`src/rtl/imm_extend_pipe.sv`:
```
// Pipelined immediate extender: IMM_W-bit immediate to DATA_W bits (sign, zero, branch, upper)
// with a registered valid/ready output. Prefix beats are enabled by defining IMMX_PREFIX_EN.
module imm_extend_pipe #(
  parameter int IMM_W  = 12,
  parameter int DATA_W = 16
) (
  input  logic              clk,
  input  logic              reset,
  input  logic              in_valid,
  output logic              in_ready,
  input  logic [IMM_W-1:0]  in_imm,
  input  logic [1:0]        in_mode,
  input  logic              in_pfx,
  input  logic              flush,
  output logic              out_valid,
  input  logic              out_ready,
  output logic [DATA_W-1:0] out_data,
  output logic              out_err,
  output logic              pfx_pending
);

  localparam int PFX_W = DATA_W - IMM_W;

  function automatic logic [DATA_W-1:0] sign_ext(input logic [IMM_W-1:0] imm);
    return {{PFX_W{imm[IMM_W-1]}}, imm};
  endfunction

  function automatic logic [DATA_W-1:0] zero_ext(input logic [IMM_W-1:0] imm);
    return {{PFX_W{1'b0}}, imm};
  endfunction

  // Branch offsets are halfword-scaled; the top sign bit falls off the end.
  function automatic logic [DATA_W-1:0] branch_ext(input logic [IMM_W-1:0] imm);
    logic [DATA_W-1:0] s;
    s = sign_ext(imm);
    return {s[DATA_W-2:0], 1'b0};
  endfunction

  function automatic logic [DATA_W-1:0] upper_ext(input logic [IMM_W-1:0] imm);
    return {imm, {PFX_W{1'b0}}};
  endfunction

  logic              accept;
  logic              is_pfx;
  logic              beat_norm;
  logic [DATA_W-1:0] base_data;
  logic [DATA_W-1:0] next_data;

  assign in_ready  = !out_valid || out_ready;
  assign accept    = in_valid && in_ready;
  assign beat_norm = accept && !is_pfx;

  // Extension of the incoming immediate, ignoring any prefix.
  always_comb begin
    base_data = {DATA_W{1'b0}};
    case (in_mode)
      2'b00:   base_data = sign_ext(in_imm);
      2'b01:   base_data = zero_ext(in_imm);
      2'b10:   base_data = branch_ext(in_imm);
      2'b11:   base_data = upper_ext(in_imm);
      default: base_data = sign_ext(in_imm);
    endcase
  end

`ifdef IMMX_PREFIX_EN
  logic [PFX_W-1:0] pfx_reg;
  logic [PFX_W-1:0] pfx_in;
  logic             pfx_held;
  logic             use_pfx;
  logic             next_err;
  logic             err_reg;

  assign is_pfx      = in_pfx;
  assign pfx_pending = pfx_held;
  assign out_err     = err_reg;
  // A flush arriving with a normal beat strips the prefix from that beat.
  assign use_pfx     = pfx_held && !flush;

  if (PFX_W <= IMM_W) begin : g_pfx_slice
    assign pfx_in = in_imm[PFX_W-1:0];
  end else begin : g_pfx_pad
    assign pfx_in = {{(PFX_W-IMM_W){1'b0}}, in_imm};
  end

  // Merge a pending prefix into sign/zero beats; branch/upper beats drop it and flag an error.
  always_comb begin
    next_data = base_data;
    next_err  = 1'b0;
    if (use_pfx) begin
      if (!in_mode[1]) begin
        next_data = {pfx_reg, in_imm};
      end else begin
        next_err = 1'b1;
      end
    end else begin
      next_err = 1'b0;
    end
  end

  // Prefix holding register; flush beats a simultaneous prefix.
  always_ff @(posedge clk or posedge reset) begin
    if (reset) begin
      pfx_reg  <= {PFX_W{1'b0}};
      pfx_held <= 1'b0;
    end else if (flush) begin
      pfx_held <= 1'b0;
    end else if (accept && is_pfx) begin
      pfx_reg  <= pfx_in;
      pfx_held <= 1'b1;
    end else if (beat_norm) begin
      pfx_held <= 1'b0;
    end
  end

  // Error flag travels with the result it describes.
  always_ff @(posedge clk or posedge reset) begin
    if (reset) begin
      err_reg <= 1'b0;
    end else if (beat_norm) begin
      err_reg <= next_err;
    end
  end
`else
  logic unused_ctrl;

  assign unused_ctrl = in_pfx ^ flush;
  assign is_pfx      = 1'b0;
  assign pfx_pending = 1'b0;
  assign out_err     = 1'b0;
  assign next_data   = base_data;
`endif

  // Output register: load on a normal beat, clear valid once consumed, otherwise hold.
  always_ff @(posedge clk or posedge reset) begin
    if (reset) begin
      out_valid <= 1'b0;
      out_data  <= {DATA_W{1'b0}};
    end else if (beat_norm) begin
      out_valid <= 1'b1;
      out_data  <= next_data;
    end else if (out_ready) begin
      out_valid <= 1'b0;
    end
  end

endmodule

```
`config.mk`:
```
export PLATFORM = sky130hd
export DESIGN_NAME = imm_extend_pipe
export DESIGN_NICKNAME = d
export VERILOG_FILES = /design/src/rtl/imm_extend_pipe.sv
export SDC_FILE = /design/constraint.sdc
export NUM_CORES = 1
export LEC_CHECK = 0
export BUFFER_PORTS_ARGS = -buffer_cell sky130_fd_sc_hd__buf_4
export CORE_ASPECT_RATIO = 0.75
export CORE_MARGIN = 8
export CORE_UTILIZATION = 46
export DETAILED_ROUTE_END_ITERATION = 6
export PLACE_DENSITY = 0.77
export SYNTH_ARGS = -nofsm -noshare
export SYNTH_HDL_FRONTEND = slang
export SYNTH_SLANG_ARGS = --single-unit
```
`constraint.sdc`:
```
create_clock -name clk -period 1.7 [get_ports clk]
set_clock_uncertainty 0.1 [all_clocks]
set_input_delay 0.085 -clock clk [delete_from_list [all_inputs] [get_ports clk]]
set_output_delay 0.085 -clock clk [all_outputs]
set_load 0.01 [all_outputs]
```
==> out/summary.txt, run 1 <==
==================================================================================================
Result of the run                                                                        completed
Slew Viols, Final                                                                                0
Dominant register cell in the synthesized netlist                                          dfrtp_1
Largest net degree at the start of global routing                                               26
Total negative slack                                                                          0 ns
Remaining design rule violation count                                                            0
Post-layout minimum cycle time                                                            1.440 ns
Share of final-layout standard cells stronger than drive strength 1                         0.3920
Slew @ Worst Pin                                                                         0.6306 ns
Final worst slack                                                                        0.2602 ns
Clock transition time at the flip-flop clock pins of the worst setup and hold paths        0.10 ns
Post-route antenna net violation count                                                           0
Reg-to-reg critical path endpoint                                                     out_data[10]
Launch point of the critical path                                                        out_valid
Filler cells                                                                                   190
Number of buffer cells added on primary ports                                                   35
XOR/XNOR Fraction of Synth Area                                                                  0
Violation count after the first detailed-route iteration                                        38
Synth Area per Inst                                                                     10.22 um^2
Clock tree from TritonCTS                                                                    built
Post-Synth Simple-Gate Area                                                                 0.1013
Category of the critical setup timing path                                              reg -> reg
Sink Count                                                                                      17
Slew headroom                                                                               0.5791
Source of the worst register-to-register timing path                                     out_valid
Flip-flop and latch count after synthesis                                                       17
P&R area growth vs syn                                                                      28.29%
Die Y                                                                                     55.38 um
GR Util All Layers                                                                          0.1186
Floorplan die width                                                                       68.50 um
Ant. Diodes                                                                                      0
First-pass GRT wire length                                                                 3581 um
Top cells by area, synth                                                              dfrtp_1 45%, a21oi_1 12%, mux2i_1 8.4%
CTS resizes                                                                                      0
Tcrit/Tclk final                                                                            0.8470
Sequential element share of the synthesized area                                            0.4474
Sort of element at the start of the critical path                                             flop
TritonCTS Buffers                                                                                3
Antenna violations before repair                                                                 0
Worst setup slack for register-to-register paths                                           0.26 ns
Total overflow reported by the global router                                                     0
IO Pins                                                                                         40
Ys async rst share                                                                           1.000
Worst-case clock buffer depth                                                                    2
Worst slack, placed                                                                      0.2936 ns
Number of max-cap violations                                                                     0
Power density normalized to cell area                                                 863.5 nW/um^2
Count of vias placed by the detailed router                                                    762
Maximum achievable frequency                                                             694.5 MHz
Final weighted congestion of routability-driven global placement                            0.7452
Average detailed-routed wire length per instance                                          14.48 um
Count of endpoints failing setup in the final report                                             0
Standard-cell rows                                                                              14
Top-area cell type share of the netlist area                                                0.4474
Synth cell count leaders                                                              23 x a21oi_1, 17 x dfrtp_1, 8 x mux2i_1, 8 x nor2_1
H-Tree Depth                                                                                     1
Class of the tightest hold or removal check                                              in -> reg
Starting density of the core                                                                0.4804
Peak supply drop                                                                         0.5577 mV
Final hold violation count                                                                       0
RSZ-0062 raised after global routing                                                         false
EDFF count, synth                                                                                0
Area share of fa/ha/maj cells after synthesis                                                    0
Clk Latency, worst-skew pair                                                               0.29 ns
Crit-path max FO                                                                                16
Crit path capture                                                                     out_data[10]
Data arrival time of the critical path                                                     1.51 ns
Average via count per standard cell                                                          5.114
Share of synthesized area spent on multiplexers                                             0.2026
Category of the worst setup path capture point                                                flop
Reg2reg path depth                                                                               3
Cell chosen for the clock root                                                            clkbuf_4
Number of instances in the synthesized netlist                                                  93
Required time of the critical path                                                         1.77 ns
Net total in the final layout                                                                  146
Number of distinct library cells after synthesis                                                20
YS warnings                                                                                      0
Netlist area before placement                                                           950.9 um^2
Most used standard cell by instance count after synthesis                                  a21oi_1
Cell accounting for the most synthesized area                                              dfrtp_1
Number of detailed-routing iterations run before antenna repair                                  4
Area of the core                                                                         1979 um^2
Number of global-route vias before repair                                                      769
Compound-gate portion of the synthesized area                                               0.1553
Leakage                                                                               0.0005830 uW
Area of the die                                                                          3793 um^2
Largest family of logic cells by synthesized area                                     multiplexers
DRT Wirelength                                                                             2157 um
==================================================================================================
## cell type report
class	instances	area, um^2	area share
sequential	17	425.4	0.3487
multi-input combinational	64	444.2	0.3641
timing repair buffer	37	282.8	0.2318
clock buffer	4	26.28	0.02154
inverter	3	11.26	0.009231
tap	24	30.03	0.02462
## through the flow
stage	power, uW	std cells	hold WS, ns	instance area (um^2)	utilization
2_1_floorplan	691.6	94	-0.08893	954.7	-
3_3_place_gp	836.7	143	0.1052	1174	0.5929
3_5_place_dp	846.3	143	0.1276	1174	0.5929
4_1_cts	1068	149	0.0008877	1220	0.6163
5_1_grt	1120	149	0.004442	1220	0.6163
6_report	1053	149	0.008190	1220	0.6163
## registers in the layout (all words and copies together) (netlist names)
signal	cells
out_data	16
out_valid	1
## cell usage in the layout, fill, tap and decap left out
| cell | synthesis | layout |
|---|---|---|
| inv_1 | 3 | 3 |
| mux2i_1 | 8 | 8 |
| clkbuf_1 | 3 | 1 |
| a31oi_1 | 3 | 3 |
| dfrtp_1 | 17 | 17 |
| and2_4 | 1 | 1 |
| conb_1 | 1 | 2 |
| dlygate4sd3_1 | 0 | 2 |
| nor2_1 | 8 | 8 |
| nand2b_1 | 1 | 1 |
| buf_4 | 2 | 35 |
| o21ai_0 | 1 | 1 |
| a21oi_1 | 23 | 23 |
| mux2_4 | 3 | 3 |
| mux2_2 | 6 | 6 |
| nand2b_4 | 1 | 1 |
| clkbuf_4 | 0 | 3 |
| nor2b_1 | 6 | 6 |
| o2111ai_1 | 1 | 1 |
## report_power, final
group | leakage [uW] | internal (uW) | total [uW] | switching, uW
logic | 0.000372 | 184 | 333 | 149
clock network | 0.0000150 | 91.2 | 216 | 125
registers | 0.000196 | 467 | 504 | 36.7
total | 0.000583 | 742 | 1050 | 311
## layer usage
layer | global-route usage | part of all wire
met5 | 0 | 0
met4 | 0.01749 | 0
met3 | 0.06841 | 0.14
met2 | 0.1815 | 0.43
met1 | 0.1420 | 0.43
## logic make-up (layout without fill, tap and decap cells)
group                  count (synthesis)  in the layout
AOI/OAI and AO/OA                     28             28
buffers and inverters                 13             44
DFF                                   17             17
and+or+nand+nor                       17             17
muxes                                 17             17
other                                  1              2
## repair_timing
item                      CTS  global route
buffers inserted            0             0
hold buffers                2             0
hold endpoints to repair   18             0
## worst min path at each step
stage,cells after the start,endpoint,startpoint,slack [ns]
6_report,3,out_data[15],in_imm[11],0.008
5_1_grt,3,out_data[15],in_imm[11],0.004
2_1_floorplan,1,out_data[0],reset,-0.09
3_5_place_dp,2,out_data[14],reset,0.13
3_3_place_gp,2,out_data[11],reset,0.11
4_1_cts,3,out_data[15],in_imm[11],0.0009
## critical path, stage by stage (launching register included)
cell      delay (ns)
dfrtp_1         0.42
nand2b_4        0.13
and2_4          0.29
mux2_2          0.37
(Power assumes the default switching activity.)
==> run 2: changes to the inputs <==
- clock period: 1.7 -> 1.45 ns (I/O delays scaled with it)
==> run 2 against run 1 <==
  * Fmax increased by 7.9%
  * Critical endpoint unchanged
  * Core utilization increased by 2.0 points
  * Die area is the same
  * Critical path type unchanged
  * Highest routed layer unchanged
  * Combinational power is 20% higher
  * Register-to-register slack worse by 0.14 ns
  * Count of clock-buffer cells in the layout down 1
==> out/summary.txt, run 2 (synthesis results as in run 1) <==
==================================================================================================
Result of the run                                                                        completed   unchanged
IO Pins                                                                                         40   unchanged
Highest metal layer with signal wires                                                         met3   unchanged
First-pass GRT wire length                                                                 3746 um   was 3581 um
Registers with the most flip-flops                                                    out_data (16), out_valid (1)   unchanged
Area of the core                                                                         1979 um^2   unchanged
Filler cells                                                                                   175   was 190
Detail Route met3 WL                                                                        261 um   was 292 um
Fraction of the core area covered by cells at the end of the flow                           0.6359   was 0.6163
Largest net degree at the start of global routing                                               26   unchanged
Number of global-route vias before repair                                                      804   was 769
DP Wirelength                                                                              1691 um
Worst-case clock buffer depth                                                                    2   unchanged
Standard-cell rows                                                                              14   unchanged
Leakage                                                                               0.0006028 uW   was 0.0005830 uW
Placed inst area                                                                         1181 um^2   was 1174 um^2
DRT Wirelength                                                                             2219 um   was 2157 um
Count of endpoints failing setup in the final report                                             0   unchanged
Maximum achievable frequency                                                             749.6 MHz   was 694.5 MHz
Crit-path max FO                                                                                16   unchanged
Remaining design rule violation count                                                            0   unchanged
Clock transition time at the flip-flop clock pins of the worst setup and hold paths        0.10 ns   about the same
P&R area growth vs syn                                                                      32.37%   was 28.29%
Number of max-cap violations                                                                     0   unchanged
Net total in the final layout                                                                  150   was 146
Most flops, register                                                                      out_data   unchanged
Floorplan die width                                                                       68.50 um   unchanged
Violation count after the first detailed-route iteration                                        28   was 38
Tcrit/Tclk final                                                                            0.9201   was 0.8470
Power density normalized to cell area                                                 985.7 nW/um^2   was 863.5 nW/um^2
Count of vias placed by the detailed router                                                    795   was 762
Cell chosen for the clock root                                                            clkbuf_4   unchanged
Worst slack, placed                                                                      0.1105 ns   was 0.2936 ns
Peak supply drop                                                                         0.6690 mV   was 0.5577 mV
Leading cell types in the layout, fill and taps excluded                              36 x buf_4, 23 x a21oi_1, 17 x dfrtp_1   was 35 x buf_4, 23 x a21oi_1, 17 x dfrtp_1
Final hold violation count                                                                       0   unchanged
Sum of routed wire segments on met1                                                         976 um   was 935 um
TritonCTS Buffers                                                                                3   unchanged
Total overflow reported by the global router                                                     0   unchanged
Data arrival time of the critical path                                                     1.42 ns   was 1.51 ns
Clock tree from TritonCTS                                                                    built   unchanged
Post-layout minimum cycle time                                                            1.334 ns   was 1.440 ns
Most frequent standard cell in the layout excluding fill and tap cells                       buf_4   unchanged
Die Y                                                                                     55.38 um   unchanged
Post-route antenna net violation count                                                           0   unchanged
Average detailed-routed wire length per instance                                          14.50 um   was 14.48 um
Required time of the critical path                                                         1.54 ns   was 1.77 ns
Average via count per standard cell                                                          5.196   was 5.114
Max FFs per register                                                                            16   unchanged
Sink Count                                                                                      17   unchanged
Slew headroom                                                                               0.5686   was 0.5791
GR Util All Layers                                                                          0.1236   was 0.1186
Met2 wirelength from detailed routing                                                       981 um   was 929 um
Area of the die                                                                          3793 um^2   unchanged
Slew Viols, Final                                                                                0   unchanged
Slew @ Worst Pin                                                                         0.6463 ns   was 0.6306 ns
Antenna violations before repair                                                                 0   unchanged
Seq. cell area                                                                          425.4 um^2   unchanged
Final weighted congestion of routability-driven global placement                            0.7337   was 0.7452
Ant. Diodes                                                                                      0   unchanged
H-Tree Depth                                                                                     1   unchanged
RSZ-0062 raised after global routing                                                         false   unchanged
Number of detailed-routing iterations run before antenna repair                                  6   was 4
Clk Latency, worst-skew pair                                                               0.28 ns   was 0.29 ns
Category of the critical setup timing path                                              reg -> reg   unchanged
Share of final-layout standard cells stronger than drive strength 1                         0.3953   was 0.3920
Final worst slack                                                                        0.1159 ns   was 0.2602 ns
Multi-input logic area                                                                  444.2 um^2   unchanged
Starting density of the core                                                                0.4804   unchanged
Post-route design area                                                                   1259 um^2   was 1220 um^2
Category of the worst setup path capture point                                                flop   unchanged
Class of the tightest hold or removal check                                              in -> reg   unchanged
Sort of element at the start of the critical path                                             flop   unchanged
Number of buffer cells added on primary ports                                                   35   unchanged
==================================================================================================
[run 2: worst max-delay path, stage by stage (launching register included)]
cell      delay [ns]
dfrtp_1         0.42
nand2b_4        0.08
and2_4          0.27
mux2_2          0.36
[run 2: final timing paths]
path | from | to | slack, ns | cells after the start
min in group asynchronous | reset | out_data[14] | 0.32 | 3
worst max-delay path | out_valid | out_data[10] | 0.12 | 3
worst min-delay path | in_imm[1] | out_data[2] | 0.03 | 3
max in group asynchronous | reset | out_data[1] | 0.51 | 3
worst max register to register | out_valid | out_data[10] | 0.12 | 3
worst min register to register | out_data[5] | out_data[5] | 0.42 | 1
[run 2: metal layers]
layer	global-route usage	up-vias
li1	-	392
met1	0.1591	364
met2	0.1868	39
met3	0.05634	0
met4	0.01749	0
met5	0	-
[run 2: cell type report]
class                           count  area share
Clock buffer                        3     0.01789
Clock inverter                      1    0.003976
Inverter                            3    0.008946
Multi-Input combinational cell     64      0.3529
Sequential cell                    17      0.3380
Tap cell                           24     0.02386
Timing Repair Buffer               41      0.2545
[run 2: power breakdown]
part / switching (uW) / internal [uW] / total (uW)
clock network: 149 / 103 / 251
registers: 41.8 / 548 / 590
logic: 177 / 223 / 400
[run 2: what timing repair did]
action | CTS | global route
setup buffers | 0 | 0
hold endpoints to repair | 21 | 0
gates resized for setup | 0 | 0
hold buffers | 5 | 0
setup endpoints to repair | 0 | 0
[run 2: through the flow]
| stage | power, uW | TNS (ns) | instances | hold WS [ns] |
|---|---|---|---|---|
| 2_1_floorplan | 810.9 | -0.1810 | 94 | -0.1014 |
| 3_3_place_gp | 983.9 | 0 | 144 | 0.09237 |
| 3_5_place_dp | 993.3 | 0 | 144 | 0.1182 |
| 4_1_cts | 1260 | 0 | 153 | 0.02263 |
| 5_1_grt | 1328 | 0 | 153 | 0.01547 |
| 6_report | 1241 | 0 | 153 | 0.02741 |
